[src/rtl/instr_fetch_pkg.sv]
// Shared CPU definitions for the instruction fetch path: FSM encoding,
// reset PC and PC step.
package instr_fetch_pkg;

  localparam logic [1:0] ST_FETCH = 2'b00;
  localparam logic [1:0] ST_EXEC  = 2'b01;
  localparam logic [1:0] ST_HALT  = 2'b10;

  localparam logic [31:0] PC_RESET = 32'h0000_0000;
  localparam logic [31:0] PC_INC   = 32'd4;

  // Word addresses always have the two byte-select bits cleared.
  function automatic logic [31:0] word_align(input logic [31:0] addr);
    return addr & ~32'h0000_0003;
  endfunction

endpackage

[src/rtl/instr_fetch_pc_next.sv]
// Combinational next-PC generator: sequential step or PC-relative branch,
// all arithmetic modulo 2^32.
module pc_next
  import instr_fetch_pkg::*;
(
  input  logic [31:0] pc_i,
  input  logic [31:0] ext_imm_i,
  input  logic        pc_src_i,
  output logic [31:0] pc_next_o
);

  logic [31:0] br_ofs;
  logic [31:0] sum;

  // The shift drops ExtImm[31:30]; the offset stays word aligned.
  assign br_ofs    = pc_src_i ? (ext_imm_i << 2) : 32'd0;
  assign sum       = pc_i + PC_INC + br_ofs;
  assign pc_next_o = word_align(sum);

endmodule

[src/rtl/instr_fetch.sv]
// Instruction fetch controller: requests one word at PC, holds it for a
// single execute slot, then advances PC or parks in HALT.
//
// state    | meaning
// ---------+-------------------------------------------------------------
// ST_FETCH | ImemReq high at PC, waiting for ImemAck (zero-wait allowed)
// ST_EXEC  | one cycle, InsValid high, PCWre/PCSrc sampled
// ST_HALT  | parked until Reset, no requests
module instr_fetch
  import instr_fetch_pkg::*;
(
  input  logic        CLK,
  input  logic        Reset,
  input  logic        PCWre,
  input  logic        PCSrc,
  input  logic [31:0] ExtImm,
  output logic        ImemReq,
  output logic [31:0] ImemAddr,
  input  logic        ImemAck,
  input  logic [31:0] ImemData,
  output logic        InsValid,
  output logic [31:0] Instruction,
  output logic [5:0]  OpCode,
  output logic [4:0]  rs,
  output logic [4:0]  rt,
  output logic [4:0]  rd,
  output logic [15:0] Imm16,
  output logic [31:0] CurPC,
  output logic        Halted,
  output logic [31:0] InsCount
);

  logic [1:0]  state_q, state_d;
  logic [31:0] pc_q, pc_d;
  logic [31:0] cur_pc_q, cur_pc_d;
  logic [31:0] instr_q, instr_d;
  logic [31:0] cnt_q, cnt_d;
  logic [31:0] pc_nxt;

  pc_next u_pc_next (
    .pc_i      (pc_q),
    .ext_imm_i (ExtImm),
    .pc_src_i  (PCSrc),
    .pc_next_o (pc_nxt)
  );

  always_comb begin
    state_d  = state_q;
    pc_d     = pc_q;
    cur_pc_d = cur_pc_q;
    instr_d  = instr_q;
    cnt_d    = cnt_q;
    case (state_q)
      ST_FETCH: begin
        if (ImemAck) begin
          instr_d  = ImemData;
          cur_pc_d = pc_q;
          state_d  = ST_EXEC;
        end
      end
      ST_EXEC: begin
        cnt_d = cnt_q + 32'd1;
        if (PCWre) begin
          pc_d    = pc_nxt;
          state_d = ST_FETCH;
        end else begin
          state_d = ST_HALT;
        end
      end
      ST_HALT: begin
        state_d = ST_HALT;
      end
      default: begin
        state_d = ST_FETCH;
      end
    endcase
  end

  always_ff @(posedge CLK or posedge Reset) begin
    if (Reset) begin
      state_q  <= ST_FETCH;
      pc_q     <= PC_RESET;
      cur_pc_q <= PC_RESET;
      instr_q  <= 32'd0;
      cnt_q    <= 32'd0;
    end else begin
      state_q  <= state_d;
      pc_q     <= word_align(pc_d);
      cur_pc_q <= cur_pc_d;
      instr_q  <= instr_d;
      cnt_q    <= cnt_d;
    end
  end

  // Reset gates the request so memory sees nothing while it is held.
  assign ImemReq     = (state_q == ST_FETCH) && !Reset;
  assign ImemAddr    = word_align(pc_q);
  assign InsValid    = (state_q == ST_EXEC);
  assign Halted      = (state_q == ST_HALT);
  assign CurPC       = cur_pc_q;
  assign InsCount    = cnt_q;

  assign Instruction = instr_q;
  assign OpCode      = instr_q[31:26];
  assign rs          = instr_q[25:21];
  assign rt          = instr_q[20:16];
  assign rd          = instr_q[15:11];
  assign Imm16       = instr_q[15:0];

endmodule

[config.mk]
export PLATFORM = sky130hd
export DESIGN_NAME = instr_fetch
export DESIGN_NICKNAME = d
export VERILOG_FILES = /design/src/rtl/instr_fetch_pkg.sv /design/src/rtl/instr_fetch_pc_next.sv /design/src/rtl/instr_fetch.sv
export SDC_FILE = /design/constraint.sdc
export NUM_CORES = 1
export LEC_CHECK = 0
export CAP_MARGIN = 40
export CORE_ASPECT_RATIO = 0.7
export CORE_MARGIN = 2
export CORE_UTILIZATION = 42
export DETAILED_ROUTE_END_ITERATION = 8
export GPL_ROUTABILITY_DRIVEN = 0
export MAX_ROUTING_LAYER = met4
export PLACE_DENSITY = 0.76
export SETUP_SLACK_MARGIN = 0.15
export SLEW_MARGIN = 25
export SYNTH_ARGS = -nofsm -noshare
export SYNTH_HDL_FRONTEND = slang
export SYNTH_SLANG_ARGS = --single-unit
[constraint.sdc]
create_clock -name CLK -period 4.48 [get_ports CLK]
set_clock_uncertainty 0.2 [all_clocks]
set_input_delay 0.896 -clock CLK [delete_from_list [all_inputs] [get_ports CLK]]
set_output_delay 0.896 -clock CLK [all_outputs]
set_load 0.02 [all_outputs]
**Yosys cells after proc, flatten, opt, wreduce, memory -nomap -nowiden**

Cells that the tools add are included.

- Register bits: 126
- Output and inout port bits: 168

- Muxes and demuxes: 4
- $add $sub $neg: 3
- Reduce and logical (&&, ||, !) cells: 5
- Equality and inequality tests: 3

Operator list:

| cell | count |
|---|---|
| adder 32 x 1 -> 32 bit (second input constant) | 1 |
| adder 32 x 3 -> 32 bit (second input constant) | 1 |
| adder 32 bit | 1 |
| 2-to-1 mux 32 bit | 1 |
| case mux 2 bit (3 select lines) | 1 |
| 2-to-1 mux 2 bit | 2 |
| AND reduction 2 bit | 2 |
| equality test 2 x 1 -> 1 bit (second input constant) | 1 |
| equality test 2 bit (second input constant) | 1 |
| logical NOT 2 bit | 1 |
| != test 2 bit (second input constant) | 1 |
| logical AND 1 bit | 1 |
| logical NOT 1 bit | 1 |

**Longest topological paths before layout**

- Word-level depth: 2
- Depth in mapped cells: 15
- Gate-level depth less buffers: 14

**Hierarchy**

Synthesis repeated with hierarchy kept, for this count alone.

- Cells, all modules: 650
- Area total of the unflattened synthesis: 7390.8 um^2

Modules (own cells, without submodules):

| module | cells an instance | area each (um^2) | sequential area each (um^2) | times used |
|---|---|---|---|---|
| instr_fetch | 374 | 5282.6 | 3153.0 | 1 |
| pc_next | 276 | 2108.3 | 0.0 | 1 |

**Least setup slack after synthesis**

OpenSTA, ideal clock, no wires.

- Kind: input to register
- From: in PCSrc
- To: reg pc_q[31]
- Buffers on the path: 2
- Setup time: 0.129 ns
- Required time: 4.151 ns
- Arrival time: 3.872 ns
- Stages: 13
- Slack: 0.279 ns
- Cells stage by stage: clkbuf_1 clkbuf_1 and2_1 ha_1 ha_1 a21oi_1 o21ai_0 or3_1 o211ai_1 nand2_2 a31oi_1 mux4_2 a2111o_1

- Cells in the longest elaborated chain, start to end: 2

RTL lines:

| what | RTL line | RTL |
|---|---|---|
| start, declared | instr_fetch.sv:15 | `input logic PCSrc,` |
| 2-to-1 mux 32 bit | instr_fetch_pc_next.sv:16 | `assign br_ofs = pc_src_i ? (ext_imm_i << 2) : 32'd0;` |
| adder 32 bit | instr_fetch_pc_next.sv:17 | `assign sum = pc_i + PC_INC + br_ofs;` |
| end signal, assigned | instr_fetch.sv:88 | `pc_q <= word_align(pc_d);` |
| end, declared | instr_fetch.sv:34 | `logic [31:0] pc_q, pc_d;` |

No other way between the ends.
A chain may end at the register's enable or synchronous reset.

**Final worst setup path**

- From: in ExtImm[1]
- To: reg pc_q[31]

- Cells in the longest elaborated chain, start to end: 2

RTL lines:

| what | RTL line | RTL |
|---|---|---|
| start, declared | instr_fetch.sv:16 | `input logic [31:0] ExtImm,` |
| 2-to-1 mux 32 bit | instr_fetch_pc_next.sv:16 |  |
| adder 32 bit | instr_fetch_pc_next.sv:17 |  |

No other way between the ends.

==> results by stage <==
CTS:
- In this run the clock root is driven by a sky130_fd_sc_hd__clkbuf_16.
- The clock latency of the later-clocked register in the worst-skew pair is approximately 0.41 ns.
- TritonCTS built the clock tree.
- The longest clock path from root to sink contains 2 buffers.
- The H-tree was split into 4 levels.
- The total clock buffers created by CTS is 17.
- The number of clock sinks is around 130.
- After clock tree synthesis, the clock-pin slew on the worst setup and hold paths is 0.06 ns.

Synthesis:
- The number of synthesized flops with an enable pin is 0.
- The largest total area in the synthesized netlist belongs to sky130_fd_sc_hd__dfrtp_1.
- The post-synthesis sequential area ratio is around 44%.
- After Yosys synthesis, and, or, nand and nor cells account for 12.1% of the synthesized area.
- For this run, the leading register cell type out of synthesis is sky130_fd_sc_hd__dfrtp_1.
- The top cell type by area accounts for 44.4% of the synthesized area.
- The adder and majority gate portion of the synthesized area is about a tenth.
- Measured against the total synthesized area, the mux share comes to a little over a tenth.
- The total number of yosys warnings is 0.
- Of the total synthesized cell area, the portion taken by XOR and XNOR cells is ~6.8%.
- Synthesis produced about 660 cells.
- Synthesis instantiated 48 different standard cells from the library.
- The synthesized design contains ~130 register bits.
- The largest family of logic cells by synthesized area is simple AND/OR/NAND/NOR gates.
- The synthesized area divided by synthesized cell count is 10.7 sq um.
- The share of flip-flops with an asynchronous set or reset after synthesis is 100%.
- Summing the areas of all compound-gate instances in the mapped netlist gives under 10% of the synthesized area.
- In the post-synthesis netlist, the biggest area contributors are sky130_fd_sc_hd__dfrtp_1 44%, sky130_fd_sc_hd__ha_1 10%, sky130_fd_sc_hd__mux2_2 10%, sky130_fd_sc_hd__buf_4 4.3%, sky130_fd_sc_hd__xnor2_1 3.7%.
- The total standard cell area after synthesis is between 7000 and 8000 sq um.

Placement:
- The post-place setup slack is -0.482 ns.
- Detailed placement finished with a half-perimeter wire length of approximately 14000 um.
- The number of buffer cells added on primary ports is 230.

Setup path:
- In this run the worst path has a maximum fanout of 2.
- The worst setup path is of the input pin to register kind.
- The required time of the worst setup path is around 4.6 ns.
- The startpoint kind of the worst setup timing path is an input pin.
- The worst setup path is captured at a register.
- The endpoint arrival time on the critical path is 4.31 ns.

Power:
- Across the VDD grid, the largest voltage drop is about 0.00055 V.
- The ratio of total power to cell area is around 670 nW/um^2.
- The switching power is about 2.7 mW.
- The share of total power dissipated in the clock network is between 10% and 20%.
- The net switching share of the total power is about two fifths.
- The completed layout was analyzed and its total power is a little under 7 mW.
- The internal power summed over all cells is 4.26 mW.
- The share of total power dissipated in combinational logic is about 53%.
- The relative contribution of sequential cells to total power is 27.5%.
- The cell leakage power is slightly below 5 nW.

STA:
- Measured against its own limit, the worst slew margin works out to approximately 59%.
- The final critical-path share of the clock period is between 90% and 100%.
- The time the final worst path needs with I/O delays and setup is between 4 and 5 ns.
- Setup repair after global routing left no endpoint under its margin.
- The count of final hold-check violations was 0.
- For this run, the top clock speed supported by timing is roughly 240 MHz.
- After layout, the worst setup slack is 0.272 ns.
- Setup violations remaining at the end of the flow were counted as 0.
- The final max-slew violation count is 0.
- At the pin with the least slew margin, the transition time is between 0.6 and 0.7 ns.

Global routing:
- The number of antenna violations at the first check in global routing is 0.
- The via count of the first global-routing pass came to approximately 5900.
- The overall overflow remaining after global route is 0.
- The overall fraction of global-route tracks in use is approximately a fifth.
- The first global-routing pass estimated 29600 um of wire.
- Entering global routing, the biggest net connects 62 pins.

Die:
- The initial utilization of the core area, before any placement, comes to between 40% and 50%.
- The core outline area is 16400 sq um.
- The initialized floorplan defines 39 standard-cell rows.
- During I/O placement, the number of pins put on the boundary was around 240.
- The die is 113 um tall.
- The die covers 18000 sq um.
- The floorplan step set the die width to about 160 um.

Cells and area:
- The count of filler cells inserted in the layout is roughly 1300.
- The library cell used most frequently in the layout, excluding fill and tap cells, is sky130_fd_sc_hd__clkdlybuf4s50_1.
- The area growth from synthesis to layout is 47.5%.
- The net total in the final layout is between 1000 and 1500.
- Leaving out fill and tap cells, the most frequent cells in the layout are 229 x sky130_fd_sc_hd__clkdlybuf4s50_1, 126 x sky130_fd_sc_hd__dfrtp_1, 68 x sky130_fd_sc_hd__buf_4.
- The footprint of the flip-flops and latches is 3150 sq um.
- The repair_antennas step left the layout with diodes totalling 0.
- Summing all multi-input logic gate instances after layout gives 3520 sq um.
- The ratio of cells with drive above 1 in the final layout is roughly 19%.

Routing:
- For this block, the via count after detailed routing is between 5000 and 6000.
- In this run the remaining antenna-violating nets after routing total 0.
- Dividing the detail-routed via count by the number of cells gives slightly below 5.
- The count of TritonRoute iterations in the first routing pass is 4.
- The final routed DRC violation total is 0.
- After detailed routing, the average wire length per cell comes to ~15 um.
- The post-detailed-routing wire length is 17900 um.
- In this run, the number of DRC markers left after iteration 0 of detailed routing was approximately 180.

Hold path:
- The path class of the lowest-slack min-delay path is register to register.

Status:
- The flow ran to the end, and the final reports show no timing, DRC or antenna violations.

Run:
- Across the run, the number of max-cap violations was 0.
per-stage QoR:
step                util [%]  hold WS [ns]  area (sq um)  TNS [ns]  cells
global route            63.7         0.308         10500         0   1158
global placement        59.9         0.263          9850    -0.974   1125
finish                  63.7         0.274         10500         0   1158
detailed placement      60.0         0.265          9870     -1.32   1126
floorplan                  -         0.382          7110         0    664
CTS                     63.6         0.274         10500         0   1158
critical path: stages:
cell and delay (ns):
sky130_fd_sc_hd__clkdlybuf4s50_1 0.41, sky130_fd_sc_hd__and2_1 0.16, sky130_fd_sc_hd__ha_1 0.27, sky130_fd_sc_hd__ha_1 0.22, sky130_fd_sc_hd__inv_1 0.07, sky130_fd_sc_hd__fa_1 0.20
sky130_fd_sc_hd__nor2b_1 0.07, sky130_fd_sc_hd__o31a_1 0.25, sky130_fd_sc_hd__o311a_1 0.31, sky130_fd_sc_hd__o211ai_1 0.28, sky130_fd_sc_hd__nand2_2 0.12, sky130_fd_sc_hd__a31oi_4 0.16
sky130_fd_sc_hd__mux4_2 0.51, sky130_fd_sc_hd__a2111o_1 0.38
cells in the mapped netlist (19+ instances only):
master	n
sky130_fd_sc_hd__dfrtp_1	126
sky130_fd_sc_hd__ha_1	58
sky130_fd_sc_hd__buf_4	41
sky130_fd_sc_hd__mux2_2	64
sky130_fd_sc_hd__and2_1	29
sky130_fd_sc_hd__a21o_1	19
sky130_fd_sc_hd__o21ai_0	37
sky130_fd_sc_hd__xor2_1	25
sky130_fd_sc_hd__xnor2_1	30
sky130_fd_sc_hd__a21oi_1	26
sky130_fd_sc_hd__nand2_1	58
registers in the layout, summed over array words and instances, names as in the netlist:
signal       cells
pc_q            30
InsCount        32
Instruction     32
state_q          2
CurPC           30
area by class of cell:
class,instances,share of cell area (%)
clock buffers,19,4.33
well taps,225,2.69
multi-input cells,459,33.6
repair buffers,301,27.4
flip-flops and latches,126,30.1
clock inverters,13,1.25
inverters,15,0.574
power by group through the flow:
stage          Combinational [mW]  Sequential, mW  Clock [mW]
2_1_floorplan                1.68            2.35           0
6_report                     3.69            1.91        1.36
4_1_cts                      3.72            1.92        1.40
3_3_place_gp                 3.63            1.91           0
5_1_grt                      3.96            1.98        1.45
3_5_place_dp                 3.69            1.93           0
worst paths after layout:
kind	startpoint	end	slack, ns	cells past startpoint
max reg2reg	pc_q[3]$_DFFE_PP0P_	pc_q[31]$_DFFE_PP0P_	0.86	12
max	ExtImm[1]	pc_q[31]$_DFFE_PP0P_	0.27	14
min	InsCount[31]$_DFFE_PP0P_	InsCount[31]$_DFFE_PP0P_	0.27	1
min reg2reg	InsCount[31]$_DFFE_PP0P_	InsCount[31]$_DFFE_PP0P_	0.27	1
max in group asynchronous	Reset	CurPC[14]$_DFFE_PP0P_	2.82	3
min in group asynchronous	Reset	state_q[1]$_DFFE_PP0P_	0.62	2
kinds of logic (layout without fill, tap and decap cells):
| group | count (synthesis) | count (layout) |
|---|---|---|
| buf+inv | 79 | 348 |
| xor+xnor | 55 | 55 |
| other cells | 1 | 4 |
| simple gates | 169 | 169 |
| compound gates | 107 | 107 |
| mux | 65 | 65 |
| fa+ha+maj | 59 | 59 |
| flops | 126 | 126 |
per-layer routing:
metal | wire length (um) | share of wire [%] | track usage (%)
met1 | 8720 | 49 | 28.2
met2 | 8050 | 45 | 32.8
met3 | 984 | 5.5 | 5.06
met4 | 142 | 0.79 | 5.39
met5 | 0 | 0 | -
what timing repair did:
item	CTS	global route
pin swaps	0	1
resized for setup	1	4
setup endpoints to repair	1	1
hold buffers	0	0
setup buffers	0	0
No activity file was read; power rests on OpenSTA's default activity.
